`config.mk`:
```
export PLATFORM = sky130hd
export DESIGN_NAME = ex_stage_ctrl
export DESIGN_NICKNAME = d
export VERILOG_FILES = /design/src/rtl/alu_control_def.sv /design/src/rtl/ex_mem_reg.sv /design/src/rtl/ex_stage_ctrl.sv
export SDC_FILE = /design/constraint.sdc
export NUM_CORES = 1
export LEC_CHECK = 0
export ABC_AREA = 1
export CAP_MARGIN = 20
export CORE_UTILIZATION = 40
export DETAILED_ROUTE_END_ITERATION = 10
export PLACE_DENSITY = 0.68
export SYNTH_ARGS = -nofsm -noshare
export SYNTH_HDL_FRONTEND = slang
export SYNTH_SLANG_ARGS = --single-unit
export TNS_END_PERCENT = 100
```
`constraint.sdc`:
```
create_clock -name clk -period 2.55 [get_ports clk]
set_input_delay 0.51 -clock clk [delete_from_list [all_inputs] [get_ports clk]]
set_output_delay 0.51 -clock clk [all_outputs]
set_load 0.02 [all_outputs]
```
`src/rtl/alu_control_def.sv`:
```
// Shared ALU control codes and the EX/MEM control bundle.
// Operation classes are contiguous code ranges.
package alu_control_def;

    localparam logic [4:0] ALUCTRL_ADD    = 5'd0;
    localparam logic [4:0] ALUCTRL_SUB    = 5'd1;
    localparam logic [4:0] ALUCTRL_AND    = 5'd2;
    localparam logic [4:0] ALUCTRL_OR     = 5'd3;
    localparam logic [4:0] ALUCTRL_XOR    = 5'd4;
    localparam logic [4:0] ALUCTRL_SLL    = 5'd5;
    localparam logic [4:0] ALUCTRL_SRL    = 5'd6;
    localparam logic [4:0] ALUCTRL_SRA    = 5'd7;
    localparam logic [4:0] ALUCTRL_SLT    = 5'd8;
    localparam logic [4:0] ALUCTRL_SLTU   = 5'd9;
    localparam logic [4:0] ALUCTRL_BEQ    = 5'd10;
    localparam logic [4:0] ALUCTRL_BNE    = 5'd11;
    localparam logic [4:0] ALUCTRL_BLT    = 5'd12;
    localparam logic [4:0] ALUCTRL_BGE    = 5'd13;
    localparam logic [4:0] ALUCTRL_BLTU   = 5'd14;
    localparam logic [4:0] ALUCTRL_BGEU   = 5'd15;
    localparam logic [4:0] ALUCTRL_JAL    = 5'd16;
    localparam logic [4:0] ALUCTRL_JALR   = 5'd17;
    localparam logic [4:0] ALUCTRL_MUL    = 5'd18;
    localparam logic [4:0] ALUCTRL_MULH   = 5'd19;
    localparam logic [4:0] ALUCTRL_MULHSU = 5'd20;
    localparam logic [4:0] ALUCTRL_MULHU  = 5'd21;
    localparam logic [4:0] ALUCTRL_DIV    = 5'd22;
    localparam logic [4:0] ALUCTRL_DIVU   = 5'd23;
    localparam logic [4:0] ALUCTRL_REM    = 5'd24;
    localparam logic [4:0] ALUCTRL_REMU   = 5'd25;

    localparam logic [4:0] ALUCTRL_MD_LO = ALUCTRL_MUL;
    localparam logic [4:0] ALUCTRL_MD_HI = ALUCTRL_REMU;
    localparam logic [4:0] ALUCTRL_BR_LO = ALUCTRL_BEQ;
    localparam logic [4:0] ALUCTRL_BR_HI = ALUCTRL_JALR;

    typedef struct packed {
        logic       valid;
        logic       regwrite;
        logic       memread;
        logic       memwrite;
        logic       taken;
        logic [4:0] rd;
    } ex_mem_ctl_t;

endpackage

```
`src/rtl/ex_mem_reg.sv`:
```
// Pipeline register slot: loads a bundle, or a bubble that
// clears every control bit.
module ex_mem_reg
    import alu_control_def::*;
#(
    parameter int XLEN = 32
) (
    input  logic            clk,
    input  logic            rst_n,
    input  logic            load,
    input  logic            bubble,
    input  ex_mem_ctl_t     ctl_d,
    input  logic [XLEN-1:0] result_d,
    input  logic [XLEN-1:0] wdata_d,
    output ex_mem_ctl_t     ctl_q,
    output logic [XLEN-1:0] result_q,
    output logic [XLEN-1:0] wdata_q
);

    always_ff @(posedge clk or negedge rst_n) begin
        if (!rst_n) begin
            ctl_q    <= '0;
            result_q <= '0;
            wdata_q  <= '0;
        end else if (load) begin
            ctl_q    <= bubble ? '0 : ctl_d;
            result_q <= result_d;
            wdata_q  <= wdata_d;
        end
    end

endmodule

```
`src/rtl/ex_stage_ctrl.sv`:
```
// EX stage control: sequences multi-cycle mult/div, parks a
// finished result in a skid slot while MEM is stalled.
module ex_stage_ctrl
    import alu_control_def::*;
#(
    parameter int XLEN   = 32,
    parameter int CTRL_W = 5
) (
    input  logic              clk,
    input  logic              rst_n,
    input  logic              ex_valid,
    input  logic [CTRL_W-1:0] ex_alu_ctrl,
    input  logic [4:0]        ex_rd,
    input  logic              ex_regwrite,
    input  logic              ex_memread,
    input  logic              ex_memwrite,
    input  logic [XLEN-1:0]   ex_wdata,
    input  logic [XLEN-1:0]   alu_result,
    input  logic              alu_is_zero,
    input  logic              alu_ready,
    input  logic              mem_stall,
    output logic [CTRL_W-1:0] alu_ctrl_o,
    output logic              stall_ex,
    output logic              mem_valid,
    output logic              mem_regwrite,
    output logic              mem_memread,
    output logic              mem_memwrite,
    output logic              mem_taken,
    output logic [4:0]        mem_rd,
    output logic [XLEN-1:0]   mem_result,
    output logic [XLEN-1:0]   mem_wdata
);

    typedef enum logic [1:0] {RUN, WAIT_MD, HOLD} state_t;

    state_t state;
    state_t nxt;

    logic md_op;
    logic br_op;
    logic stall;
    logic em_load;
    logic em_bubble;
    logic skid_load;

    ex_mem_ctl_t     ex_ctl;
    ex_mem_ctl_t     em_ctl_d;
    ex_mem_ctl_t     em_ctl;
    ex_mem_ctl_t     skid_ctl;
    logic [XLEN-1:0] em_res_d;
    logic [XLEN-1:0] em_wd_d;
    logic [XLEN-1:0] skid_res;
    logic [XLEN-1:0] skid_wd;

    assign md_op = (int'(ex_alu_ctrl) >= int'(ALUCTRL_MD_LO))
                && (int'(ex_alu_ctrl) <= int'(ALUCTRL_MD_HI));
    assign br_op = (int'(ex_alu_ctrl) >= int'(ALUCTRL_BR_LO))
                && (int'(ex_alu_ctrl) <= int'(ALUCTRL_BR_HI));

    assign ex_ctl = '{
        valid:    ex_valid,
        regwrite: ex_regwrite,
        memread:  ex_memread,
        memwrite: ex_memwrite,
        taken:    ex_valid & alu_is_zero & br_op,
        rd:       ex_rd
    };

    always_ff @(posedge clk or negedge rst_n) begin
        if (!rst_n) state <= RUN;
        else        state <= nxt;
    end

    always_comb begin
        nxt = state;
        unique case (state)
            RUN:     if (ex_valid && md_op) nxt = WAIT_MD;
            WAIT_MD: if (alu_ready) nxt = mem_stall ? HOLD : RUN;
            HOLD:    if (!mem_stall) nxt = RUN;
            default: nxt = RUN;
        endcase
    end

    always_comb begin
        stall     = 1'b0;
        em_load   = 1'b0;
        em_bubble = 1'b0;
        skid_load = 1'b0;
        unique case (state)
            RUN: begin
                if (ex_valid && md_op) begin
                    stall     = 1'b1;
                    em_load   = !mem_stall;
                    em_bubble = 1'b1;
                end else if (mem_stall) begin
                    stall = 1'b1;
                end else begin
                    em_load   = 1'b1;
                    em_bubble = !ex_valid;
                end
            end
            WAIT_MD: begin
                if (!alu_ready) begin
                    stall     = 1'b1;
                    em_load   = !mem_stall;
                    em_bubble = 1'b1;
                end else if (!mem_stall) begin
                    em_load = 1'b1;
                end else begin
                    skid_load = 1'b1;
                end
            end
            HOLD: begin
                stall   = 1'b1;
                em_load = !mem_stall;
            end
            default: ;
        endcase
    end

    // Draining the skid slot takes priority over anything in ID/EX
    assign em_ctl_d = (state == HOLD) ? skid_ctl : ex_ctl;
    assign em_res_d = (state == HOLD) ? skid_res : alu_result;
    assign em_wd_d  = (state == HOLD) ? skid_wd  : ex_wdata;

    ex_mem_reg #(.XLEN(XLEN)) u_skid (
        .clk      (clk),
        .rst_n    (rst_n),
        .load     (skid_load),
        .bubble   (1'b0),
        .ctl_d    (ex_ctl),
        .result_d (alu_result),
        .wdata_d  (ex_wdata),
        .ctl_q    (skid_ctl),
        .result_q (skid_res),
        .wdata_q  (skid_wd)
    );

    ex_mem_reg #(.XLEN(XLEN)) u_ex_mem (
        .clk      (clk),
        .rst_n    (rst_n),
        .load     (em_load),
        .bubble   (em_bubble),
        .ctl_d    (em_ctl_d),
        .result_d (em_res_d),
        .wdata_d  (em_wd_d),
        .ctl_q    (em_ctl),
        .result_q (mem_result),
        .wdata_q  (mem_wdata)
    );

    assign stall_ex     = stall & rst_n;
    assign alu_ctrl_o   = (ex_valid && state != HOLD)
                        ? ex_alu_ctrl : CTRL_W'(ALUCTRL_ADD);
    assign mem_valid    = em_ctl.valid;
    assign mem_regwrite = em_ctl.regwrite;
    assign mem_memread  = em_ctl.memread;
    assign mem_memwrite = em_ctl.memwrite;
    assign mem_taken    = em_ctl.taken;
    assign mem_rd       = em_ctl.rd;

endmodule
```
**Word level (Yosys, flattened, before mapping)**

Cells that the tools add are included.

- Eq/ne operators: 6
- Mux-type cells: 23
- Reductions and logical operators: 8
- Order comparisons: 4
- Bitwise logic cells: 3

Operators with widths:

| operator | count |
|---|---|
| $mux 32 | 2 |
| $mux 10 | 2 |
| $le 5x5->1 const B | 2 |
| $mux 1 | 10 |
| $mux 2 | 4 |
| $ne 2x2->1 const B | 4 |
| $pmux 1 s3 | 2 |
| $pmux 2 s3 | 1 |
| $ge 5x4->1 const B | 1 |
| $ge 5x5->1 const B | 1 |
| $mux 5 | 1 |
| $logic_and 1x1->1 | 4 |
| $and 1x1->1 | 3 |
| $reduce_and 3->1 | 1 |
| $eq 2x1->1 const B | 1 |
| $eq 2x2->1 const B | 1 |
| $logic_not 1->1 | 2 |
| $logic_not 2->1 | 1 |
| $pmux 1 s2 | 1 |

- Logic and storage cells: 61
- Input port bits: 83
- Bits in registers: 150

**Depth between registers and ports, before layout**

- Depth in word-level cells: 6
- Gate-level depth with buffers: 9
- Depth with buffers taken out: 8

**Modules after synthesis**

Synthesis repeated with hierarchy kept, for this count alone.

- Cell total of the unflattened synthesis: 912
- Area, all modules: 6856.6 um^2

Modules (own cells, without submodules):

| module | cells an instance | area an instance (um^2) | times used |
|---|---|---|---|
| ex_mem_reg | 314 | 2827.7 | 2 |
| ex_stage_ctrl | 284 | 1201.2 | 1 |

**Worst setup path after synthesis**

Ideal clock, no wire load.

- Path kind: input -> output
- Start point: input port ex_alu_ctrl[1]
- End point: output port stall_ex
- Arrival time: 1.450 ns
- Setup slack: 0.590 ns
- Cell stages on the path: 7
- Path through: nor2_1 > nor2_1 > nor2_1 > nand2_1 > nand2_1 > nand2_1 > a21boi_0

- Word-level cells in the longest chain between the ends: 6

RTL lines:

| what | RTL line | RTL |
|---|---|---|
| start: declaration | ex_stage_ctrl.sv:12 | `input logic [CTRL_W-1:0] ex_alu_ctrl,` |
| $ge 5x5->1 or $le 5x5->1 (tied branches) | ex_stage_ctrl.sv:55, ex_stage_ctrl.sv:56 |  |
| $logic_and 1x1->1 (*) | ex_stage_ctrl.sv:56 | `&& (int'(ex_alu_ctrl) <= int'(ALUCTRL_MD_HI));` |
| $logic_and 1x1->1 (*) | ex_stage_ctrl.sv:91 | `if (ex_valid && md_op) begin` |
| $mux 1 (*) | ex_stage_ctrl.sv:91 |  |
| $pmux 1 s3 (*) | ex_stage_ctrl.sv:89 | `unique case (state)` |
| $and 1x1->1 (*) | ex_stage_ctrl.sv:152 | `assign stall_ex = stall & rst_n;` |
| end: declaration | ex_stage_ctrl.sv:23 | `output logic stall_ex,` |

Mark *: on every way between the ends. The rest lies on a longest branch, timed or not.

**Worst setup path after layout**

Ends and elaborated chain as after synthesis.

==> run_results.csv <==
group,metric,value,unit
sta,finalSetupViolCount,0,
status,outcome,"completed",
setup_path,path_max_fanout,4,
drt,dr_total_vias,5183,
logic_synthesis,avgSynthCellArea,9.82,um^2
hold_path,holdCritPathClass,"in -> async",
logic_synthesis,synth_ff_type,"dfrtp_1",
die,dieArea,16300,um^2
placed_design,placed_area,8210,um^2
final_layout,post-route-cell-area,8830,um^2
sta,rsz0062_at_grt,"no",
setup_path,crit_path_end_kind,"output pin",
pwr,p_seq_share,41.5,%
setup_path,critPathBufInv,2,
final_layout,finalNonFillerCells,1024,
clocking,clock-sinks,150,
clocking,cts_inserted_buffers,17,
logic_synthesis,yosysWarnings,0,
die,die_w,128,um
sta,period_needed,2.42,ns
setup_path,slowest_stage,"clkdlybuf4s50_1",
pwr,p_per_area,1050,nW/um^2
sta,period_share,94.9,%
sta,drv_slew,0,
global_route,grt_pass1_vias,5184,
clocking,clk_latency,0.42,ns
flow_run,drv_cap,0,
drt,finalWirelength,16100,um
clocking,cts_max_level,4,
clocking,path_clk_slew,0.06,ns
logic_synthesis,yosysUniqueCellTypes,20,
global_route,grt_overflow_total,0,
clocking,cts_hold_buf,0,
sta,finClkSkew,0.00511,ns
final_layout,layout.area.seq,3750,um^2
setup_path,crit_type,"in -> out",
final_layout,area_growth,39.4,%
placed_design,dp_hpwl,10400,um
pwr,p_leak,4.01,nW
pwr,comb_power_share,31.1,%
die,pin_count,163,
setup_path,max_stage_delay,0.46,ns
logic_synthesis,synth_area_leader_cell,"dfrtp_1",
sta,setup_ws,0.130,ns
clocking,cts_tree,"built",
sta,final-hold-violation-count,0,
placed_design,place_congestion,0.802,
sta,tightestPinTransition,0.932,ns
pwr,intPower,6.25,mW
drt,drc,0,
setup_path,cp_top_family,"buffers and inverters",
setup_path,worstPathArrival,1.91,ns
clocking,max-clock-path-buffers,2,
logic_synthesis,syn_area,6340,um^2
die,rows,45,
final_layout,nFillCells,1324,
logic_synthesis,seq_area_frac_synth,59.2,%
pwr,p_clk_share,27.4,%
drt,via_per_inst,5.06,
global_route,grt_max_degree,151,
die,fp.dieH,128,um
setup_path,crit_required,2.04,ns
logic_synthesis,syn_inst,645,
drt,drtIter0Drc,270,
clocking,cts_root_buf,"clkbuf_16",
pwr,p_sw,3.00,mW
die,start_util,41.4,%
drt,ant_nets,0,
global_route,grt_util_all_layers,21.0,%
final_layout,n_antenna_cell,0,
logic_synthesis,synthArstFlopShare,100,%
final_layout,multi_input_area,2310,um^2
logic_synthesis,netlist_top_cells_area,"dfrtp_1, mux2_1, o21ai_0, nand2_1, nor2_1",
clocking,post_cts_buffers,0,
final_layout,fin_nets,883,
sta,maxSlewHeadroom,37.8,%
drt,drt_first_pass_iters,4,
logic_synthesis,synth_top_area_share,59.2,%
die,coreArea,15300,um^2
logic_synthesis,ys_seq_elements,150,
drt,post_drt_wl_per_cell,15.8,um
placed_design,dp.cells,992,
global_route,grt_first_pass_wirelength,26500,um
logic_synthesis,synth_edf_count,0,
placed_design,place_ws,-0.379,ns
sta,timing.fmax,413,MHz
setup_path,path_cells,"clkdlybuf4s50_1 > nor2_4 > nor2_1 > nor2_1 > nand2_1 > nand2_1 > nand2_1 > a21boi_0 > buf_2",
setup_path,cpMostUsedCell,"nand2_1",
global_route,antenna_found_initial,0,
pwr,swShare,32.4,%
setup_path,start_kind,"input pin",
placed_design,port-buffer-count,162,
final_layout,drive_gt1_share,7.13,%
pwr,ir_worst_vdd,429,uV
logic_synthesis,syn_nets,728,
## power groups by stage
stage | clock network [mW] | registers, mW | logic, mW
3_3_place_gp | 0 | 3.82 | 2.83
2_1_floorplan | 0 | 4.20 | 1.19
4_1_cts | 2.60 | 3.84 | 2.92
6_report | 2.54 | 3.84 | 2.88
3_5_place_dp | 0 | 3.87 | 2.91
5_1_grt | 2.72 | 3.96 | 3.15
## logic make-up (layout without fill, tap and decap cells)
group | Yosys count | in the layout | share of synthesized area, %
AO/OA/AOI/OAI | 156 | 156 | 12.5
buffers and inverters | 69 | 237 | 4.68
flip-flops | 150 | 150 | 59.2
multiplexers | 61 | 61 | 10.8
AND/OR/NAND/NOR | 209 | 209 | 12.8
## cells in the mapped netlist (3+ instances only)
cell / n
nor2_1: 80
clkbuf_2: 4
o21ai_1: 35
clkbuf_1: 13
o21ai_0: 108
inv_2: 3
mux2_1: 61
buf_2: 23
dfrtp_1: 150
nand2_1: 115
inv_1: 25
nand3_1: 11
a21oi_1: 10
## per-layer routing
layer | up-vias | GRT usage (%) | wire [um]
met4 | 0 | 6.16 | 122
met5 | - | 0 | 0
met3 | 9 | 6.55 | 983
li1 | 2449 | - | -
met2 | 150 | 33.4 | 7600
met1 | 2575 | 27.6 | 7420
## layout by cell type (no fill, tap or decap)
| cell type | instances |
|---|---|
| buf_4 | 11 |
| buf_12 | 4 |
| nand2_2 | 1 |
| a21oi_1 | 10 |
| clkinvlp_4 | 4 |
| clkbuf_8 | 2 |
| nor2_4 | 1 |
| a21oi_4 | 1 |
| a21boi_0 | 1 |
| nand2_1 | 114 |
| inv_1 | 24 |
| nand3_1 | 11 |
| clkinv_2 | 5 |
| buf_2 | 1 |
| o21ai_0 | 108 |
| inv_2 | 4 |
| inv_6 | 1 |
| clkdlybuf4s50_1 | 155 |
| bufinv_16 | 3 |
| nand4_1 | 1 |
| o21ai_1 | 35 |
| o31ai_1 | 1 |
| dfrtp_1 | 150 |
| dlymetal6s2s_1 | 5 |
| mux2_1 | 61 |
| nor2_2 | 1 |
| buf_6 | 1 |
| clkbuf_16 | 17 |
| nor2_1 | 79 |
| nand3_4 | 1 |
## worst register-to-register path, stage by stage, from the launching register on
cell and delay [ns]:
dfrtp_1 0.47, nand2_2 0.15, buf_4 0.72, nand4_1 0.27, nand2_1 0.11, nand3_1 0.06, nand2_1 0.08
## path summary, 6_finish.rpt
kind                                    from                   to  slack [ns]  cells past startpoint
max                           ex_alu_ctrl[1]             stall_ex        0.13                      9
min                                    rst_n  u_skid.result_q[31]        0.11                      2
max reg2reg                         state[1]    u_ex_mem.ctl_q[5]        0.62                      6
min reg2reg                u_ex_mem.ctl_q[9]    u_ex_mem.ctl_q[9]        0.48                      2
max in group asynchronous              rst_n    u_ex_mem.ctl_q[9]        1.65                      2
min in group clk           u_ex_mem.ctl_q[9]    u_ex_mem.ctl_q[9]        0.48                      2
## stage by stage
step / total power [mW] / TNS [ns] / utilization, % / hold slack (ns)
after floorplan: 5.39 / 0 / - / 0.214
after global placement: 6.65 / -0.392 / 53.6 / 0.466
final: 9.25 / 0 / 57.7 / 0.115
after global routing: 9.83 / 0 / 57.7 / 0.298
after CTS: 9.37 / 0 / 57.6 / 0.293
after detailed placement: 6.78 / -0.379 / 53.6 / 0.465
## repair_timing
action                     in CTS  in global routing
cloned                          0                  0
gates resized for setup         5                  7
setup endpoints to repair       1                  6
## sequential cells by signal (all words and copies together), names as in the netlist
name / cells
u_ex_mem.ctl_q: 10
u_skid.ctl_q: 10
u_skid.wdata_q: 32
u_ex_mem.wdata_q: 32
u_skid.result_q: 32
u_ex_mem.result_q: 32
state: 2
## layout make-up
type | count | area share (%)
clock buffer | 19 | 5.13
clock inverter | 13 | 1.74
inverter | 28 | 1.19
multi-input combinational | 426 | 26.2
sequential | 150 | 42.5
tap | 211 | 2.99
timing repair buffer | 177 | 20.3
Power figures use the tool's default switching activity.
